### src/rtl/opendap_swd_host_serial.sv
// Host-side SWD serialiser: header/write data out, ACK/read data in, one parallel response per request.
// Optional WAIT auto-retry is built when OPENDAP_SWD_HOST_WAIT_RETRY_EN is defined.
module opendap_swd_host_serial #(
  parameter int unsigned TURN_CYCLES = 1,
  parameter int unsigned IDLE_CYCLES = 2,
  parameter int unsigned MAX_RETRIES = 8
) (
  input  logic        swclk,
  input  logic        rst_n,
  output logic        swdo,
  output logic        swdo_en,
  input  logic        swdi,
  input  logic        req_valid,
  output logic        req_ready,
  input  logic [1:0]  req_cmd,
  input  logic        req_ap_ndp,
  input  logic        req_r_nw,
  input  logic [1:0]  req_addr,
  input  logic [31:0] req_wdata,
  output logic        rsp_valid,
  output logic [2:0]  rsp_ack,
  output logic [31:0] rsp_rdata,
  output logic        rsp_parity_err,
  output logic        rsp_protocol_err
);

  typedef enum logic [3:0] {
    S_IDLE, S_HDR, S_TURN_ACK, S_ACK, S_TURN_WD, S_WDATA,
    S_RDATA, S_TURN_RD, S_LRESET, S_TSEL_WAIT, S_SKIP, S_TAIL_IDLE
  } state_e;

  localparam logic [2:0] ACK_OK    = 3'b001;
  localparam logic [2:0] ACK_WAIT  = 3'b010;
  localparam logic [2:0] ACK_FAULT = 3'b100;
  localparam logic [5:0] TurnLast  = 6'(TURN_CYCLES - 1);
  localparam logic [5:0] SkipLast  = 6'(32 + TURN_CYCLES);
  localparam logic [5:0] IdleLast  = 6'(IDLE_CYCLES - 1);
  localparam state_e     PostState = (IDLE_CYCLES == 0) ? S_IDLE : S_TAIL_IDLE;

  state_e      state_q, state_d;
  logic [5:0]  cnt_q, cnt_d;
  logic        init_q;
  logic        tsel_q, tsel_d;
  logic        ap_q, ap_d, rnw_q, rnw_d;
  logic [1:0]  addr_q, addr_d;
  logic [31:0] wdata_q, wdata_d;
  logic [2:0]  ack_q, ack_d;
  logic [31:0] rd_sh_q, rd_sh_d;
  logic        rd_par_q, rd_par_d;
  logic        rsp_valid_q, rsp_valid_d;
  logic [2:0]  rsp_ack_q, rsp_ack_d;
  logic [31:0] rsp_rdata_q, rsp_rdata_d;
  logic        perr_q, perr_d, prerr_q, prerr_d;
  logic        swdo_q, swdo_d, swdo_en_q, swdo_en_d;
  logic        accept, retry_pend;
  logic [2:0]  ack_full;
  logic        fin, fin_rd, fin_perr, fin_prerr;
  logic [2:0]  fin_ack;
  logic [7:0]  hdr_bits;

  assign req_ready = (state_q == S_IDLE) && init_q;
  assign accept    = req_ready && req_valid;
  assign ack_full  = {swdi, ack_q[2:1]};

  always_ff @(posedge swclk or negedge rst_n) begin
    if (!rst_n) begin
      state_q     <= S_IDLE;
      cnt_q       <= '0;
      init_q      <= 1'b0;
      tsel_q      <= 1'b0;
      ap_q        <= 1'b0;
      rnw_q       <= 1'b0;
      addr_q      <= '0;
      wdata_q     <= '0;
      ack_q       <= '0;
      rd_sh_q     <= '0;
      rd_par_q    <= 1'b0;
      rsp_valid_q <= 1'b0;
      rsp_ack_q   <= '0;
      rsp_rdata_q <= '0;
      perr_q      <= 1'b0;
      prerr_q     <= 1'b0;
      swdo_q      <= 1'b0;
      swdo_en_q   <= 1'b0;
    end else begin
      state_q     <= state_d;
      cnt_q       <= cnt_d;
      init_q      <= 1'b1;
      tsel_q      <= tsel_d;
      ap_q        <= ap_d;
      rnw_q       <= rnw_d;
      addr_q      <= addr_d;
      wdata_q     <= wdata_d;
      ack_q       <= ack_d;
      rd_sh_q     <= rd_sh_d;
      rd_par_q    <= rd_par_d;
      rsp_valid_q <= rsp_valid_d;
      rsp_ack_q   <= rsp_ack_d;
      rsp_rdata_q <= rsp_rdata_d;
      perr_q      <= perr_d;
      prerr_q     <= prerr_d;
      swdo_q      <= swdo_d;
      swdo_en_q   <= swdo_en_d;
    end
  end

  always_comb begin
    state_d     = state_q;
    cnt_d       = cnt_q + 6'd1;
    tsel_d      = tsel_q;
    ap_d        = ap_q;
    rnw_d       = rnw_q;
    addr_d      = addr_q;
    wdata_d     = wdata_q;
    ack_d       = ack_q;
    rd_sh_d     = rd_sh_q;
    rd_par_d    = rd_par_q;
    rsp_valid_d = 1'b0;
    rsp_ack_d   = rsp_ack_q;
    rsp_rdata_d = rsp_rdata_q;
    perr_d      = perr_q;
    prerr_d     = prerr_q;
    fin         = 1'b0;
    fin_ack     = '0;
    fin_rd      = 1'b0;
    fin_perr    = 1'b0;
    fin_prerr   = 1'b0;

    unique case (state_q)
      S_IDLE: begin
        cnt_d = '0;
        if (accept) begin
          // TARGETSEL is always sent as a DP write to A=11
          tsel_d  = (req_cmd == 2'd2);
          ap_d    = (req_cmd == 2'd2) ? 1'b0  : req_ap_ndp;
          rnw_d   = (req_cmd == 2'd2) ? 1'b0  : req_r_nw;
          addr_d  = (req_cmd == 2'd2) ? 2'b11 : req_addr;
          wdata_d = req_wdata;
          perr_d  = 1'b0;
          prerr_d = 1'b0;
          state_d = (req_cmd == 2'd0 || req_cmd == 2'd2) ? S_HDR : S_LRESET;
        end
      end
      S_HDR: if (cnt_q == 6'd7) begin
        state_d = tsel_q ? S_TSEL_WAIT : S_TURN_ACK;
        cnt_d   = '0;
      end
      S_TURN_ACK: if (cnt_q == TurnLast) begin
        state_d = S_ACK;
        cnt_d   = '0;
      end
      S_ACK: begin
        ack_d = ack_full;
        if (cnt_q == 6'd2) begin
          cnt_d = '0;
          unique case (ack_full)
            ACK_OK:              state_d = rnw_q ? S_RDATA : S_TURN_WD;
            ACK_WAIT, ACK_FAULT: state_d = S_TURN_RD;
            default:             state_d = S_SKIP;
          endcase
        end
      end
      S_TURN_WD: if (cnt_q == TurnLast) begin
        state_d = S_WDATA;
        cnt_d   = '0;
      end
      S_WDATA: if (cnt_q == 6'd32) begin
        fin     = 1'b1;
        fin_ack = tsel_q ? 3'b000 : ack_q;
      end
      S_RDATA: begin
        if (cnt_q == 6'd32) begin
          rd_par_d = swdi;
          state_d  = S_TURN_RD;
          cnt_d    = '0;
        end else begin
          rd_sh_d = {swdi, rd_sh_q[31:1]};
        end
      end
      S_TURN_RD: if (cnt_q == TurnLast) begin
        if (retry_pend) begin
          state_d = (IDLE_CYCLES == 0) ? S_HDR : S_TAIL_IDLE;
          cnt_d   = '0;
        end else begin
          fin      = 1'b1;
          fin_ack  = ack_q;
          fin_rd   = (ack_q == ACK_OK);
          fin_perr = (ack_q == ACK_OK) && (rd_par_q != ^rd_sh_q);
        end
      end
      S_SKIP: if (cnt_q == SkipLast) begin
        fin       = 1'b1;
        fin_ack   = ack_q;
        fin_prerr = 1'b1;
      end
      S_LRESET: if (cnt_q == 6'd57) begin
        fin = 1'b1;
      end
      S_TSEL_WAIT: if (cnt_q == 6'd4) begin
        state_d = S_WDATA;
        cnt_d   = '0;
      end
      S_TAIL_IDLE: if (cnt_q == IdleLast) begin
        state_d = retry_pend ? S_HDR : S_IDLE;
        cnt_d   = '0;
      end
      default: begin
        state_d = S_IDLE;
        cnt_d   = '0;
      end
    endcase

    if (fin) begin
      state_d     = PostState;
      cnt_d       = '0;
      rsp_valid_d = 1'b1;
      rsp_ack_d   = fin_ack;
      perr_d      = fin_perr;
      prerr_d     = fin_prerr;
      if (fin_rd) rsp_rdata_d = rd_sh_q;
    end
  end

  // Line value for the slot that starts on the next edge, so the pins stay registered
  always_comb begin
    hdr_bits  = {1'b1, 1'b0, ap_d ^ rnw_d ^ addr_d[0] ^ addr_d[1], addr_d[1], addr_d[0], rnw_d, ap_d, 1'b1};
    swdo_d    = 1'b0;
    swdo_en_d = 1'b0;
    unique case (state_d)
      S_HDR: begin
        swdo_en_d = 1'b1;
        swdo_d    = hdr_bits[cnt_d[2:0]];
      end
      S_WDATA: begin
        swdo_en_d = 1'b1;
        swdo_d    = cnt_d[5] ? ^wdata_d : wdata_d[cnt_d[4:0]];
      end
      S_LRESET: begin
        swdo_en_d = 1'b1;
        swdo_d    = (cnt_d < 6'd56);
      end
      S_TAIL_IDLE: swdo_en_d = 1'b1;
      default: ;
    endcase
  end

`ifdef OPENDAP_SWD_HOST_WAIT_RETRY_EN
  logic [3:0] retry_q, retry_d;
  logic       pend_q, pend_d;

  always_comb begin
    retry_d = retry_q;
    pend_d  = pend_q;
    if (accept) begin
      retry_d = '0;
      pend_d  = 1'b0;
    end else if (state_q == S_ACK && cnt_q == 6'd2 && ack_full == ACK_WAIT &&
                 retry_q < 4'(MAX_RETRIES)) begin
      retry_d = retry_q + 4'd1;
      pend_d  = 1'b1;
    end else if (state_d == S_HDR) begin
      pend_d = 1'b0;
    end
  end

  always_ff @(posedge swclk or negedge rst_n) begin
    if (!rst_n) begin
      retry_q <= '0;
      pend_q  <= 1'b0;
    end else begin
      retry_q <= retry_d;
      pend_q  <= pend_d;
    end
  end

  assign retry_pend = pend_q;
`else
  logic unused_max_retries;
  assign unused_max_retries = |MAX_RETRIES;
  assign retry_pend         = 1'b0;
`endif

  assign swdo             = swdo_q;
  assign swdo_en          = swdo_en_q;
  assign rsp_valid        = rsp_valid_q;
  assign rsp_ack          = rsp_ack_q;
  assign rsp_rdata        = rsp_rdata_q;
  assign rsp_parity_err   = perr_q;
  assign rsp_protocol_err = prerr_q;

endmodule

### config.mk
export PLATFORM = sky130hd
export DESIGN_NAME = opendap_swd_host_serial
export DESIGN_NICKNAME = d
export VERILOG_FILES = /design/src/rtl/opendap_swd_host_serial.sv
export SDC_FILE = /design/constraint.sdc
export NUM_CORES = 1
export LEC_CHECK = 0
export CAP_MARGIN = 20
export CORE_UTILIZATION = 45
export CTS_BUF_LIST = sky130_fd_sc_hd__clkbuf_2
export DETAILED_ROUTE_END_ITERATION = 10
export HOLD_SLACK_MARGIN = 0.05
export PLACE_DENSITY_LB_ADDON = 0.1
export SYNTH_ARGS = -nofsm -noshare
export SYNTH_HDL_FRONTEND = slang
export SYNTH_SLANG_ARGS = --single-unit
export TNS_END_PERCENT = 30
### constraint.sdc
create_clock -name swclk -period 2.7 [get_ports swclk]
set_input_delay 0.405 -clock swclk [delete_from_list [all_inputs] [get_ports swclk]]
set_output_delay 0.405 -clock swclk [all_outputs]
set_load 0.005 [all_outputs]
-- Word-level counts from Yosys, hierarchy flattened
Cells that the tools add are included.
- $add $sub $neg: 1
- multiply operators: 0
- div/mod/pow operators: 0
- magnitude comparators: 3
- equal/unequal tests: 28
- shifts and indexed selects: 0
- muxes and demuxes: 60
- bitwise logic cells: 4
- reduce and logical (&&, ||, !) cells: 20
- operators with widths (kind ; number):
    2-to-1 mux 32 bit ; 2
    parity 32 bit ; 2
    2-to-1 mux 4 bit ; 11
    2-to-1 mux 6 bit ; 7
    one-hot mux 6 bit (7 select lines) ; 1
    one-hot mux 4 bit (9 select lines) ; 1
    == test 4 bit (second input constant) ; 6
    2-to-1 mux 1 bit ; 24
    == test 4 x 3 -> 1 bit (second input constant) ; 5
    == test 6 bit (second input constant) ; 3
    == test 6 x 3 -> 1 bit (second input constant) ; 2
    2-to-1 mux 3 bit ; 4
    AND reduction 2 bit ; 5
    one-hot mux 3 bit (3 select lines) ; 1
    == test 4 x 1 -> 1 bit (second input constant) ; 2
    == test 4 x 2 -> 1 bit (second input constant) ; 2
    2-to-1 mux 2 bit ; 4
    one-hot mux 4 bit (2 select lines) ; 1
    OR reduction 4 bit ; 2
    adder 6 x 1 -> 6 bit (second input constant) ; 1
    == test 3 x 1 -> 1 bit (second input constant) ; 2
    == test 6 x 1 -> 1 bit (second input constant) ; 1
    == test 6 x 2 -> 1 bit (second input constant) ; 1
    zero test 6 bit ; 1
    19 further kinds ; 25
- bits in registers: 124
- bits in latches: 0
- bits in writable memories: 0
- memory bits (read-only): 0
- bits of input ports: 42
- output and inout bits: 41
- word-level logic and storage cells: 134
- memories: 0

-- Depth between registers and ports, before layout
- word-level depth: 11
- mapped depth: 13
- mapped depth without buffers: 13

-- Worst setup path after synthesis
Ideal clock, no wire load.
- path type: register to register
- start: reg cnt_q[0]
- end: reg swdo_q (netlist: swdo)
- setup time: 0.134 ns
- arrival: 2.861 ns
- data required time: 2.566 ns
- slack: -0.295 ns
- stages on the path, launching flop included: 14
- path buffers: 1
- period minus slack after synthesis: 2.995 ns
- cells stage by stage: dfrtp_1 > inv_1 > ha_1 > or4b_4 > o22ai_2 > a311oi_1 > or3_1 > buf_6 > nand2_4 > inv_4 > o221a_1 > or4_1 > nand4_1 > nand4_1
- word-level cells in the longest chain between the ends: 8
- elaborated cells on any way between the ends: 41
- classes of those cells: 1 x add/sub; 1 x order compare; 10 x eq/ne; 28 x mux; 1 x reduce/logical
- RTL lines (element ; line ; RTL):
    start: declaration ; 41 ; logic [5:0] cnt_q, cnt_d;
    start signal: assignment ; 87 ; cnt_q <= cnt_d;
    adder 6 x 1 -> 6 bit, or another cell as far along ; 109 ; cnt_d = cnt_q + 6'd1;
    2-to-1 mux 6 bit, or another cell as far along ; 203 ; S_TAIL_IDLE: if (cnt_q == IdleLast) begin
    one-hot mux 6 bit (7 select lines) / one-hot mux 1 bit (4 select lines) (equally long branches) ; 129 ; unique case (state_q)
    2-to-1 mux 6 bit (*) ; 213 ; if (fin) begin
    net cnt_d[1] ; 41 ;
    binary-select mux 1 bit (select 5 bit) ; 236 ; swdo_d = cnt_d[5] ? ^wdata_d : wdata_d[cnt_d[4:0]];
    2-to-1 mux 1 bit (implied by the code) ; 236 ;
    2-to-1 mux 1 bit ; 236 ;
    one-hot mux 1 bit (3 select lines) (*) ; 229 ; unique case (state_d)
    net swdo_d ; 54 ; logic swdo_q, swdo_d, swdo_en_q, swdo_en_d;
    end signal: assignment ; 102 ; swdo_q <= swdo_d;
    end: declaration ; 54 ;
Mark *: on every way through the listed nets, which the timed path passes. The rest lies on a longest branch. The select of a mux whose other input is x is not followed.
A chain may end at the register's enable or synchronous reset.

-- Worst setup path in the final report
- start: reg cnt_q[1]
- end: reg swdo_q (netlist: swdo)
The elaborated chain is that of the path after synthesis.

==> flow_summary.yaml <==
outcome:
  status: "complete, but fails checks"
  violations: "negative setup slack"
routing:
  drtAntennaViolNets: 0
  post-route-drc-count: 0
  via_count: 5095
  drt_iter0_drc: 212
  via_per_inst: 5.188
  routedWlPerCell_um: 15.57
  drt_first_pass_iters: 5
  routed_wl_um: 15290
critical_path:
  path_class: "flop to flop"
  worst-endpoint-required_ps: 3270
  crit_buf_inv: 2
  critPathMaxStageDelay_ps: 480
  arrival_ps: 3530
  slowest_stage: "or4b_4"
  rrSetupSlack_ps: -260
  crit_path_frequent_cell: "nand4_1"
  start_kind: "flop"
  end_kind: "flop"
  path_delay_family: "simple AND/OR/NAND/NOR gates"
  critical_path.max_fanout: 6
  path_cells: "inv_1, ha_2, or4b_4, o22ai_4, a311oi_2, or3_4, nand2_4, inv_4, o221a_1, or4_1, nand4_1, nand4_1"
grt:
  antenna_found_initial: 0
  grt_max_degree: 67
  grt_pass1_vias: 5211
  grt.overflow.total: 0
  grt_pass1_wl_um: 25140
  grtUsageTotal_pct: 21.58
finish:
  fill_cells: 1290
  finalCoreUtilization_pct: 58.94
  seq_area_mm2: 0.003104
  finalNonFillerCells: 982
  syn_to_final_growth_pct: 27.87
  nets: 831
  n_antenna_cell: 0
  multi_input_area_mm2: 0.003427
  drive_above_1_share_pct: 27.32
  fin_area_mm2: 0.008566
floorplanning:
  core_area_mm2: 0.01453
  start_util_pct: 46.09
  die_area_mm2: 0.01538
  die_w_um: 124.0
  fp.dieH_um: 124.0
  ios: 83
  rows: 44
synthesis:
  synth-edff-count: 0
  syn-num-nets: 678
  yosysWarnings: 0
  synthFlopType: "dfrtp_1"
  ys_async_sr_fraction_pct: 100.0
  netlist_instances: 632
  ys_ff_latch: 124
  postSynthAreaPerCell_um2: 10.60
  mappedNetlistArea_mm2: 0.006699
  synth_cell_types: 74
  ys_seq_area_share_pct: 46.32
timing:
  maxSlewHeadroom_pct: 49.25
  fin_skew_ps: 29.13
  fin_crit_ps: 2964
  worstMarginPinSlew_ps: 761.3
  rsz0062_at_grt: "yes"
  max_clock_freq_ghz: 0.3374
  hold_viol_final: 0
  slew_violations: 0
  setup_viol: 1
  fin_ws_ps: -263.6
  fin_crit_sh_pct: 109.8
min_path:
  min_path_type: "input pin to async pin"
cts:
  post_cts_buffers: 0
  clock_sinks: 124
  clockBufferDepth: 2
  clk_latency_ps: 690
  cts_buffers: 17
  clk_pin_slew_ps: 210
  root_buffer: "clkbuf_2"
  cts_tree: "built"
  htree_num_levels: 4
placed_design:
  pre_cts_ws_ps: -339.2
  placedCellCount: 949
  placed_cell_area_mm2: 0.008223
  dp_hpwl_um: 11400
  port_buffers: 82
  place_congestion: 0.8778
power:
  p_total_uw: 7586
  power_density_mw_per_mm2: 885.6
  p_leak_uw: 0.004034
  ir_drop_mv: 0.6912
job:
  max_cap_viol_count: 0
[final timing paths]
check,startpoint,to,depth (start not counted)
worst min register to register,rsp_rdata[27],rsp_rdata[27],1
worst max register to register,cnt_q[1],swdo,12
worst min-delay path,rst_n,rsp_ack[0],2
min in group swclk,req_wdata[30],wdata_q[30],3
worst max-delay path,cnt_q[1],swdo,12
max in group asynchronous,rst_n,rd_sh_q[24],3
[flip-flops by register name (all words and copies together), names as in the netlist, 2 cells and up]
name	flops
rd_sh_q	32
rsp_rdata	32
wdata_q	32
cnt_q	6
state_q	4
ack_q	3
rsp_ack	3
addr_q	2
[worst reg2reg max path, cell delays in order (launching register included)]
cell,delay (ps)
dfrtp_1,420
inv_1,70
ha_2,170
or4b_4,480
o22ai_4,180
a311oi_2,130
or3_4,400
nand2_4,90
inv_4,40
o221a_1,210
or4_1,470
nand4_1,100
nand4_1,70
[cells by family after synthesis]
group,count (synthesis),synth area share [%]
simple gates,217,15.84
flops,124,46.32
xor+xnor,105,13.73
mux,74,12.31
compound gates,69,7.640
buf+inv,38,3.362
fa+ha+maj,4,0.7471
other cells,1,0.05598
[metal layers]
| metal | vias to the layer above | track usage [%] | wire length, um |
|---|---|---|---|
| met3 | 28 | 5.174 | 739 |
| li1 | 2477 | - | - |
| met1 | 2474 | 27.21 | 6804 |
| met4 | 0 | 9.003 | 386 |
| met5 | - | 0 | 0 |
| met2 | 116 | 35.45 | 7355 |
[through the flow]
stage	hold slack, ps	TNS [ps]
after floorplan	109.4	-269.2
after global placement	489.1	-251.5
final	294.7	-263.6
after global routing	262.1	-559.4
after CTS	239.8	-362.2
after detailed placement	492.8	-339.2
[synth_stat cells, types with 4 or more instances]
library cell	number	area [um2]
dfrtp_1	124	3103
nand2_1	122	457.9
xnor2_1	88	770.7
mux2_2	67	754.5
nand3_1	21	105.1
o21ai_0	19	95.09
xor2_1	17	148.9
clkbuf_1	14	52.55
nor2_1	14	52.55
nor3_1	8	40.04
inv_1	7	26.28
mux2i_1	7	70.07
o211ai_1	7	52.55
buf_6	6	67.56
a21oi_1	5	25.02
nand2b_1	5	31.28
and3_1	4	25.02
ha_1	4	50.05
o2111ai_1	4	35.03
[power breakdown]
part | total [uW] | leakage, uW | internal (uW) | switching (uW)
Combinational | 3890 | 0.00221 | 1940 | 1950
Clock | 1300 | 0.000163 | 539 | 759
Sequential | 2400 | 0.00166 | 2160 | 233
[cell type report]
cell class                      instances  share of cell area (%)
Clock buffer                           17                  0.9933
Timing Repair Buffer                  162                   17.41
Sequential cell                       124                   36.24
Multi-Input combinational cell        470                   40.01
Inverter                               10                  0.4674
Tap cell                              184                   2.688
Clock inverter                         15                   2.191
[what timing repair did]
item	4_1_cts	5_1_grt
endpoints found under the hold margin	58	0
gates cloned	0	0
hold buffers	1	0
setup endpoints to repair	2	2
gates resized for setup	7	4
[cell usage in the layout (no fill, tap or decap), types with 4 or more instances in the layout]
cell	n
inv_1	6
and3_1	4
nor3_1	8
xor2_1	17
a21oi_1	5
inv_6	4
o2111ai_1	4
mux2i_1	7
buf_12	5
nand2b_1	5
clkdlybuf4s50_1	81
xnor2_1	88
dfrtp_1	123
buf_4	74
clkbuf_2	17
mux2_2	67
nand3_1	21
o21ai_0	19
o211ai_1	7
nand2_1	122
nor2_1	13
Power figures use the tool's default switching activity.
